[src/rtl/lcd_fill_scheduler.sv]
// Rectangle-fill sequencer for the 240x135 ST7789 panel: emits CASET, RASET, RAMWR, then pixel bytes.
// Define LCD_FILL_CLIP_EN to swap/clamp out-of-order or oversized windows instead of rejecting them.
module lcd_fill_scheduler #(
  parameter int LCD_W    = 240,
  parameter int LCD_H    = 135,
  parameter int X_OFFSET = 40,
  parameter int Y_OFFSET = 53
) (
  input  logic        clk,
  input  logic        resetn,
  input  logic        req_valid,
  output logic        req_ready,
  input  logic [7:0]  req_x0,
  input  logic [7:0]  req_x1,
  input  logic [7:0]  req_y0,
  input  logic [7:0]  req_y1,
  input  logic [15:0] req_color,
  output logic        tx_valid,
  input  logic        tx_ready,
  output logic [7:0]  tx_data,
  output logic        tx_dc,
  output logic        tx_last,
  output logic        busy,
  output logic        done,
  output logic        req_err
);

  localparam logic [7:0]  X_MAX = 8'(LCD_W - 1);
  localparam logic [7:0]  Y_MAX = 8'(LCD_H - 1);
  localparam logic [15:0] X_OFF = 16'(X_OFFSET);
  localparam logic [15:0] Y_OFF = 16'(Y_OFFSET);

  typedef enum logic [3:0] {
    ST_IDLE, ST_CASET_C, ST_CASET_D, ST_RASET_C, ST_RASET_D,
    ST_RAMWR_C, ST_PIX, ST_DONE, ST_ERR
  } state_t;

  state_t      state_q, state_d;
  logic [7:0]  x0_q, x0_d, x1_q, x1_d, y0_q, y0_d, y1_q, y1_d;
  logic [7:0]  col_q, col_d, row_q, row_d;
  logic [15:0] color_q, color_d;
  logic [1:0]  idx_q, idx_d;
  logic        hi_q, hi_d;
  logic        req_ready_q, req_ready_d;
  logic        tx_valid_q, tx_valid_d;
  logic [7:0]  tx_data_q, tx_data_d;
  logic        tx_dc_q, tx_dc_d;
  logic        tx_last_q, tx_last_d;
  logic        busy_q, busy_d;
  logic        done_q, done_d;
  logic        req_err_q, req_err_d;

  logic [7:0]  nx0, nx1, ny0, ny1;
  logic        req_ok;
  logic        xfer;
  logic [15:0] xs, xe, ys, ye;

`ifdef LCD_FILL_CLIP_EN
  always_comb begin
    nx0 = (req_x0 > req_x1) ? req_x1 : req_x0;
    nx1 = (req_x0 > req_x1) ? req_x0 : req_x1;
    ny0 = (req_y0 > req_y1) ? req_y1 : req_y0;
    ny1 = (req_y0 > req_y1) ? req_y0 : req_y1;
    if (nx1 > X_MAX) nx1 = X_MAX;
    if (nx0 > X_MAX) nx0 = X_MAX;
    if (ny1 > Y_MAX) ny1 = Y_MAX;
    if (ny0 > Y_MAX) ny0 = Y_MAX;
    req_ok = 1'b1;
  end
`else
  always_comb begin
    nx0    = req_x0;
    nx1    = req_x1;
    ny0    = req_y0;
    ny1    = req_y1;
    req_ok = (req_x0 <= req_x1) && (req_y0 <= req_y1) &&
             (req_x1 <= X_MAX) && (req_y1 <= Y_MAX);
  end
`endif

  function automatic logic [7:0] coord_byte(input logic [15:0] s, input logic [15:0] e,
                                            input logic [1:0] i);
    case (i)
      2'd0:    coord_byte = s[15:8];
      2'd1:    coord_byte = s[7:0];
      2'd2:    coord_byte = e[15:8];
      default: coord_byte = e[7:0];
    endcase
  endfunction

  always_comb begin
    state_d = state_q;
    x0_d    = x0_q;
    x1_d    = x1_q;
    y0_d    = y0_q;
    y1_d    = y1_q;
    col_d   = col_q;
    row_d   = row_q;
    color_d = color_q;
    idx_d   = idx_q;
    hi_d    = hi_q;
    xfer    = tx_valid_q && tx_ready;

    case (state_q)
      ST_IDLE: begin
        if (req_valid && req_ready_q) begin
          x0_d    = nx0;
          x1_d    = nx1;
          y0_d    = ny0;
          y1_d    = ny1;
          color_d = req_color;
          col_d   = nx0;
          row_d   = ny0;
          idx_d   = 2'd0;
          hi_d    = 1'b1;
          state_d = req_ok ? ST_CASET_C : ST_ERR;
        end
      end
      ST_CASET_C: if (xfer) state_d = ST_CASET_D;
      ST_CASET_D: begin
        if (xfer) begin
          idx_d = idx_q + 2'd1;
          if (idx_q == 2'd3) state_d = ST_RASET_C;
        end
      end
      ST_RASET_C: if (xfer) state_d = ST_RASET_D;
      ST_RASET_D: begin
        if (xfer) begin
          idx_d = idx_q + 2'd1;
          if (idx_q == 2'd3) state_d = ST_RAMWR_C;
        end
      end
      ST_RAMWR_C: begin
        if (xfer) begin
          col_d   = x0_q;
          row_d   = y0_q;
          hi_d    = 1'b1;
          state_d = ST_PIX;
        end
      end
      // Column is the inner loop; counters stop at x1/y1 rather than wrapping.
      ST_PIX: begin
        if (xfer) begin
          if (hi_q) begin
            hi_d = 1'b0;
          end else begin
            hi_d = 1'b1;
            if (col_q != x1_q) begin
              col_d = col_q + 8'd1;
            end else if (row_q != y1_q) begin
              col_d = x0_q;
              row_d = row_q + 8'd1;
            end else begin
              state_d = ST_DONE;
            end
          end
        end
      end
      default: state_d = ST_IDLE;
    endcase

    // Outputs are derived from the next state so they register alongside it.
    xs         = {8'h00, x0_d} + X_OFF;
    xe         = {8'h00, x1_d} + X_OFF;
    ys         = {8'h00, y0_d} + Y_OFF;
    ye         = {8'h00, y1_d} + Y_OFF;
    tx_valid_d = 1'b0;
    tx_data_d  = 8'h00;
    tx_dc_d    = 1'b0;
    tx_last_d  = 1'b0;
    case (state_d)
      ST_CASET_C: begin
        tx_valid_d = 1'b1;
        tx_data_d  = 8'h2A;
        tx_last_d  = 1'b1;
      end
      ST_CASET_D: begin
        tx_valid_d = 1'b1;
        tx_data_d  = coord_byte(xs, xe, idx_d);
        tx_dc_d    = 1'b1;
        tx_last_d  = (idx_d == 2'd3);
      end
      ST_RASET_C: begin
        tx_valid_d = 1'b1;
        tx_data_d  = 8'h2B;
        tx_last_d  = 1'b1;
      end
      ST_RASET_D: begin
        tx_valid_d = 1'b1;
        tx_data_d  = coord_byte(ys, ye, idx_d);
        tx_dc_d    = 1'b1;
        tx_last_d  = (idx_d == 2'd3);
      end
      ST_RAMWR_C: begin
        tx_valid_d = 1'b1;
        tx_data_d  = 8'h2C;
      end
      ST_PIX: begin
        tx_valid_d = 1'b1;
        tx_data_d  = hi_d ? color_d[15:8] : color_d[7:0];
        tx_dc_d    = 1'b1;
        tx_last_d  = !hi_d && (col_d == x1_d) && (row_d == y1_d);
      end
      default: ;
    endcase
    req_ready_d = (state_d == ST_IDLE);
    busy_d      = !(state_d inside {ST_IDLE, ST_DONE, ST_ERR});
    done_d      = (state_d == ST_DONE);
    req_err_d   = (state_d == ST_ERR);
  end

  always_ff @(posedge clk or negedge resetn) begin
    if (!resetn) begin
      state_q     <= ST_IDLE;
      x0_q        <= 8'h00;
      x1_q        <= 8'h00;
      y0_q        <= 8'h00;
      y1_q        <= 8'h00;
      col_q       <= 8'h00;
      row_q       <= 8'h00;
      color_q     <= 16'h0000;
      idx_q       <= 2'd0;
      hi_q        <= 1'b0;
      req_ready_q <= 1'b1;
      tx_valid_q  <= 1'b0;
      tx_data_q   <= 8'h00;
      tx_dc_q     <= 1'b0;
      tx_last_q   <= 1'b0;
      busy_q      <= 1'b0;
      done_q      <= 1'b0;
      req_err_q   <= 1'b0;
    end else begin
      state_q     <= state_d;
      x0_q        <= x0_d;
      x1_q        <= x1_d;
      y0_q        <= y0_d;
      y1_q        <= y1_d;
      col_q       <= col_d;
      row_q       <= row_d;
      color_q     <= color_d;
      idx_q       <= idx_d;
      hi_q        <= hi_d;
      req_ready_q <= req_ready_d;
      tx_valid_q  <= tx_valid_d;
      tx_data_q   <= tx_data_d;
      tx_dc_q     <= tx_dc_d;
      tx_last_q   <= tx_last_d;
      busy_q      <= busy_d;
      done_q      <= done_d;
      req_err_q   <= req_err_d;
    end
  end

  assign req_ready = req_ready_q;
  assign tx_valid  = tx_valid_q;
  assign tx_data   = tx_data_q;
  assign tx_dc     = tx_dc_q;
  assign tx_last   = tx_last_q;
  assign busy      = busy_q;
  assign done      = done_q;
  assign req_err   = req_err_q;

endmodule

[config.mk]
export PLATFORM = sky130hd
export DESIGN_NAME = lcd_fill_scheduler
export DESIGN_NICKNAME = d
export VERILOG_FILES = /design/src/rtl/lcd_fill_scheduler.sv
export SDC_FILE = /design/constraint.sdc
export NUM_CORES = 1
export LEC_CHECK = 0
export BUFFER_PORTS_ARGS = -buffer_cell sky130_fd_sc_hd__buf_2
export CORE_ASPECT_RATIO = 0.75
export CORE_UTILIZATION = 35
export CTS_CLUSTER_DIAMETER = 100
export DETAILED_ROUTE_END_ITERATION = 16
export GPL_TIMING_DRIVEN = 0
export SLEW_MARGIN = 20
export SYNTH_ARGS = -nofsm -noshare
export SYNTH_HDL_FRONTEND = slang
export SYNTH_SLANG_ARGS = --single-unit
[constraint.sdc]
create_clock -name clk -period 5.5 [get_ports clk]
set_clock_uncertainty 0.05 [all_clocks]
set_input_delay 0.275 -clock clk [delete_from_list [all_inputs] [get_ports clk]]
set_output_delay 0.275 -clock clk [all_outputs]
set_load 0.005 [all_outputs]
==> results_tabular.tex <==
\begin{tabular}{lr}
\hline
Metric & Value \\
\hline
\multicolumn{2}{l}{\textbf{Timing}} \\
RSZ-0062 raised after global routing & no \\
Hold violation total from the final report & 0 \\
Period minus WS final & 4280 ps \\
Maximum achievable frequency & 0.234 GHz \\
Final hold slack & 87.1 ps \\
Final Setup Violations & 0 \\
Final Cycle Share & 77.7\% \\
Final setup margin & 1220 ps \\
Total negative setup slack & 0 ps \\
Tightest slew margin relative to the limit & 29.0\% \\
Max-slew violation count & 0 \\
Actual transition at the worst max-transition pin & 1060 ps \\
\multicolumn{2}{l}{\textbf{Global route}} \\
Global routing usage summed across all routing layers & 25.2\% \\
Global route overflow & 0 \\
Global-route wire length before repair & 33400 um \\
Via count of the first global-routing pass & 5641 \\
Maximum number of pins on one net before global-route repair & 66 \\
Number of antenna violations at the first check in global routing & 0 \\
\multicolumn{2}{l}{\textbf{Critical path}} \\
Worst R2R Start & state\_q[3]\$\_DFF\_PN0\_ \\
Cells on worst reg2reg path & 12 \\
CP Data Arrival Time & 4450 ps \\
Setup crit end kind & flop \\
Data required time at the worst endpoint & 5680 ps \\
Startpoint Class & flop \\
Type of the setup path with the least slack & reg2reg \\
Launching element of the worst setup path & state\_q[3]\$\_DFF\_PN0\_ \\
Critical-path maximum fanout & 10 \\
\multicolumn{2}{l}{\textbf{Yosys}} \\
Largest area contributor in the netlist & sky130\_fd\_sc\_hd\_\_dfrtp\_1 \\
Most frequent cell after synthesis & sky130\_fd\_sc\_hd\_\_nand2\_1 \\
Summed instance area of the synthesized netlist & 0.00602 mm\^{}2 \\
Fraction of synthesized cell area taken by the top area cell type & 35.3\% \\
Post-synthesis cell type count & 78 \\
\#FFs+latches synth & 86 \\
Largest cells by area after synthesis & sky130\_fd\_sc\_hd\_\_dfrtp\_1 35\%, sky130\_fd\_sc\_hd\_\_nand2\_1 6.5\%, sky130\_fd\_sc\_hd\_\_ha\_1 4.8\% \\
Synth Area per Inst & 8.62 um\^{}2 \\
Warning count from the yosys run & 0 \\
Most common library cells after synthesis & 105 x sky130\_fd\_sc\_hd\_\_nand2\_1, 85 x sky130\_fd\_sc\_hd\_\_dfrtp\_1, 48 x sky130\_fd\_sc\_hd\_\_nor2\_1, 42 x sky130\_fd\_sc\_hd\_\_inv\_1, 37 x sky130\_fd\_sc\_hd\_\_a21oi\_1 \\
Number of standard cells after synthesis & 699 \\
Synth async-reset ratio & 100\% \\
Sequential area share after synthesis & 35.7\% \\
Syn nets & 774 \\
Post-synth top flop & sky130\_fd\_sc\_hd\_\_dfrtp\_1 \\
Count of flip-flops with a built-in enable after synthesis & 0 \\
\multicolumn{2}{l}{\textbf{Placed design}} \\
Sum of net half-perimeters after detailed placement & 17100 um \\
Pre-CTS setup slack & 1400 ps \\
Total of buffers placed on input and output ports & 66 \\
Cell count after placement & 981 \\
Gp weighted congestion & 0.949 \\
\multicolumn{2}{l}{\textbf{Clock tree}} \\
TritonCTS clock tree & done \\
CTS H-tree depth & 3 \\
Number of gates given a new drive strength after cts & 0 \\
CTS clock-pin slew for the worst setup and hold paths & 70 ps \\
Number of setup buffers added after CTS & 0 \\
CTS Buf Count & 9 \\
Clk Tree Root Cell & sky130\_fd\_sc\_hd\_\_clkbuf\_16 \\
TritonCTS sink count & 86 \\
Max Buffers Root-to-Sink & 2 \\
Later-pin clock latency in the skew report & 350 ps \\
\multicolumn{2}{l}{\textbf{Route}} \\
Antenna-violating nets left & 0 \\
Routed wire length & 21600 um \\
Vias per cell & 5.89 \\
Starting DRT DRC Count & 644 \\
Total number of vias & 5877 \\
DRC viols & 0 \\
Avg WL per Cell & 21.6 um \\
Total iterations of the first detailed-routing run & 5 \\
\multicolumn{2}{l}{\textbf{Cells and area}} \\
Non-filler instance count after layout & 998 \\
Share of final-layout standard cells stronger than drive strength 1 & 16.5\% \\
Fin util & 41.5\% \\
Final nets & 853 \\
Area Overhead vs Synth & 16.0\% \\
Antenna cells & 0 \\
\multicolumn{2}{l}{\textbf{Flow run}} \\
Reported max-cap violation count & 0 \\
\multicolumn{2}{l}{\textbf{Die}} \\
DIE AREA & 0.0177 mm\^{}2 \\
Die span in x & 153 um \\
Initial core utilization & 35.8\% \\
IO Pins & 67 \\
Placeable core region & 0.0168 mm\^{}2 \\
Floorplan die height & 116 um \\
Placement row count & 41 \\
\multicolumn{2}{l}{\textbf{Power}} \\
Power density over the cells & 465 mW/mm\^{}2 \\
Lkg Pwr & 3.15 nW \\
Worst supply voltage drop on vdd & 212 uV \\
\multicolumn{2}{l}{\textbf{Status}} \\
Result of the run & completed \\
\multicolumn{2}{l}{\textbf{Hold path}} \\
Hold\_sp & req\_color[13] \\
Classification of the worst-slack hold path & in2reg \\
Number of cells on the worst hold path & 3 \\
\hline
\end{tabular}
## final timing paths
| path | slack (ps) | endpoint |
|---|---|---|
| worst min register to register | 420 | color_q[3]$_DFF_PN0_ |
| min in group asynchronous | 290 | x1_q[1]$_DFF_PN0_ |
| worst max-delay path | 1220 | tx_data[7]$_DFF_PN0_ |
| worst min-delay path | 90 | color_q[13]$_DFF_PN0_ |
| max in group asynchronous | 4500 | y1_q[3]$_DFF_PN0_ |
| worst max register to register | 1220 | tx_data[7]$_DFF_PN0_ |
## state kept, by name, summed over array words and instances (netlist names)
signal / flops
busy: 1
col_q: 8
color_q: 16
done: 1
hi_q: 1
idx_q: 2
req_err: 1
req_ready: 1
row_q: 8
state_q: 4
tx_data: 8
tx_dc: 1
tx_last: 1
tx_valid: 1
x0_q: 8
x1_q: 8
y0_q: 8
y1_q: 8
## per-stage QoR
step                      power (mW)  cell area, um^2
after floorplan                 2.08             6020
after global placement          2.57             6620
after detailed placement        2.56             6660
after CTS                       3.20             6970
after global routing            3.43             6980
final                           3.25             6980
## worst max-delay path: stages (launching register included)
cell and delay [ps]:
sky130_fd_sc_hd__dfrtp_1 390, sky130_fd_sc_hd__buf_2 190, sky130_fd_sc_hd__nor4_2 750, sky130_fd_sc_hd__nand2_1 440, sky130_fd_sc_hd__buf_2 340, sky130_fd_sc_hd__clkbuf_1 290, sky130_fd_sc_hd__o21ai_1 640, sky130_fd_sc_hd__ha_1 310
sky130_fd_sc_hd__o21ai_0 120, sky130_fd_sc_hd__xnor2_1 180, sky130_fd_sc_hd__mux2i_1 100, sky130_fd_sc_hd__a22oi_1 240, sky130_fd_sc_hd__nand2_1 100
## layout make-up
cell class              instances  area (um^2)
repair buffers                 68          374
clock inverters                 7         72.6
well taps                     215          269
inverters                      42          158
fillers                      1738         9840
flip-flops and latches         86         2150
multi-input cells             534         3560
plain buffers                  37          171
clock buffers                   9          225
## report_power, final
group / total [mW] / switching [mW] / internal (mW)
logic: 1.57 / 1.00 / 0.566
registers: 1.04 / 0.186 / 0.856
clock network: 0.635 / 0.281 / 0.354
total: 3.25 / 1.47 / 1.78
## routing by layer
layer	track usage [%]	up-vias	routed length, um
met5	0	-	0
met4	6.67	0	434
met3	5.57	31	2140
met2	35.5	312	8590
met1	38.4	2824	10400
li1	-	2710	-
## layout by cell type (no fill, tap or decap), types with 4 or more instances in the layout
master	netlist	layout
sky130_fd_sc_hd__nand2_1	105	105
sky130_fd_sc_hd__dfrtp_1	85	85
sky130_fd_sc_hd__buf_2	11	76
sky130_fd_sc_hd__nor2_1	48	48
sky130_fd_sc_hd__inv_1	42	42
sky130_fd_sc_hd__a21oi_1	37	37
sky130_fd_sc_hd__xnor2_1	32	32
sky130_fd_sc_hd__o21ai_0	30	30
sky130_fd_sc_hd__ha_1	23	23
sky130_fd_sc_hd__clkbuf_1	20	20
sky130_fd_sc_hd__nand3_1	18	18
sky130_fd_sc_hd__mux2i_1	15	15
sky130_fd_sc_hd__nor3_1	15	15
sky130_fd_sc_hd__a22oi_1	13	13
sky130_fd_sc_hd__mux2_2	11	11
sky130_fd_sc_hd__nand4_1	11	11
sky130_fd_sc_hd__xor2_1	11	11
sky130_fd_sc_hd__o211ai_1	10	10
sky130_fd_sc_hd__a211oi_1	9	9
sky130_fd_sc_hd__clkbuf_16	0	9
sky130_fd_sc_hd__and2_1	8	8
sky130_fd_sc_hd__a31oi_1	8	8
sky130_fd_sc_hd__o21a_1	6	6
sky130_fd_sc_hd__a21o_1	6	6
sky130_fd_sc_hd__o311ai_0	6	6
sky130_fd_sc_hd__a222oi_1	5	5
sky130_fd_sc_hd__a211o_1	5	5
sky130_fd_sc_hd__o22ai_1	5	5
sky130_fd_sc_hd__or2_2	5	5
sky130_fd_sc_hd__nor4_1	6	5
sky130_fd_sc_hd__a22o_1	5	5
sky130_fd_sc_hd__nor2b_1	4	4
sky130_fd_sc_hd__and3_1	4	4
sky130_fd_sc_hd__a221oi_1	4	4
sky130_fd_sc_hd__a2111oi_0	6	4
## repair_timing
action                                  in CTS  in global routing
endpoints found under the setup margin       0                  0
hold buffers                                 1                  0
endpoints found under the hold margin       21                  0
## cell families (layout without fill, tap and decap cells)
| logic type | Yosys count | after routing | share of synthesized area [%] |
|---|---|---|---|
| fa+ha+maj | 23 | 23 | 4.78 |
| xor+xnor | 43 | 43 | 6.25 |
| flops | 86 | 86 | 35.7 |
| simple gates | 250 | 250 | 20.3 |
| buf+inv | 79 | 163 | 5.46 |
| compound gates | 192 | 192 | 22.9 |
| mux | 26 | 26 | 4.55 |
Note: power is estimated with default switching activity, not from simulation.
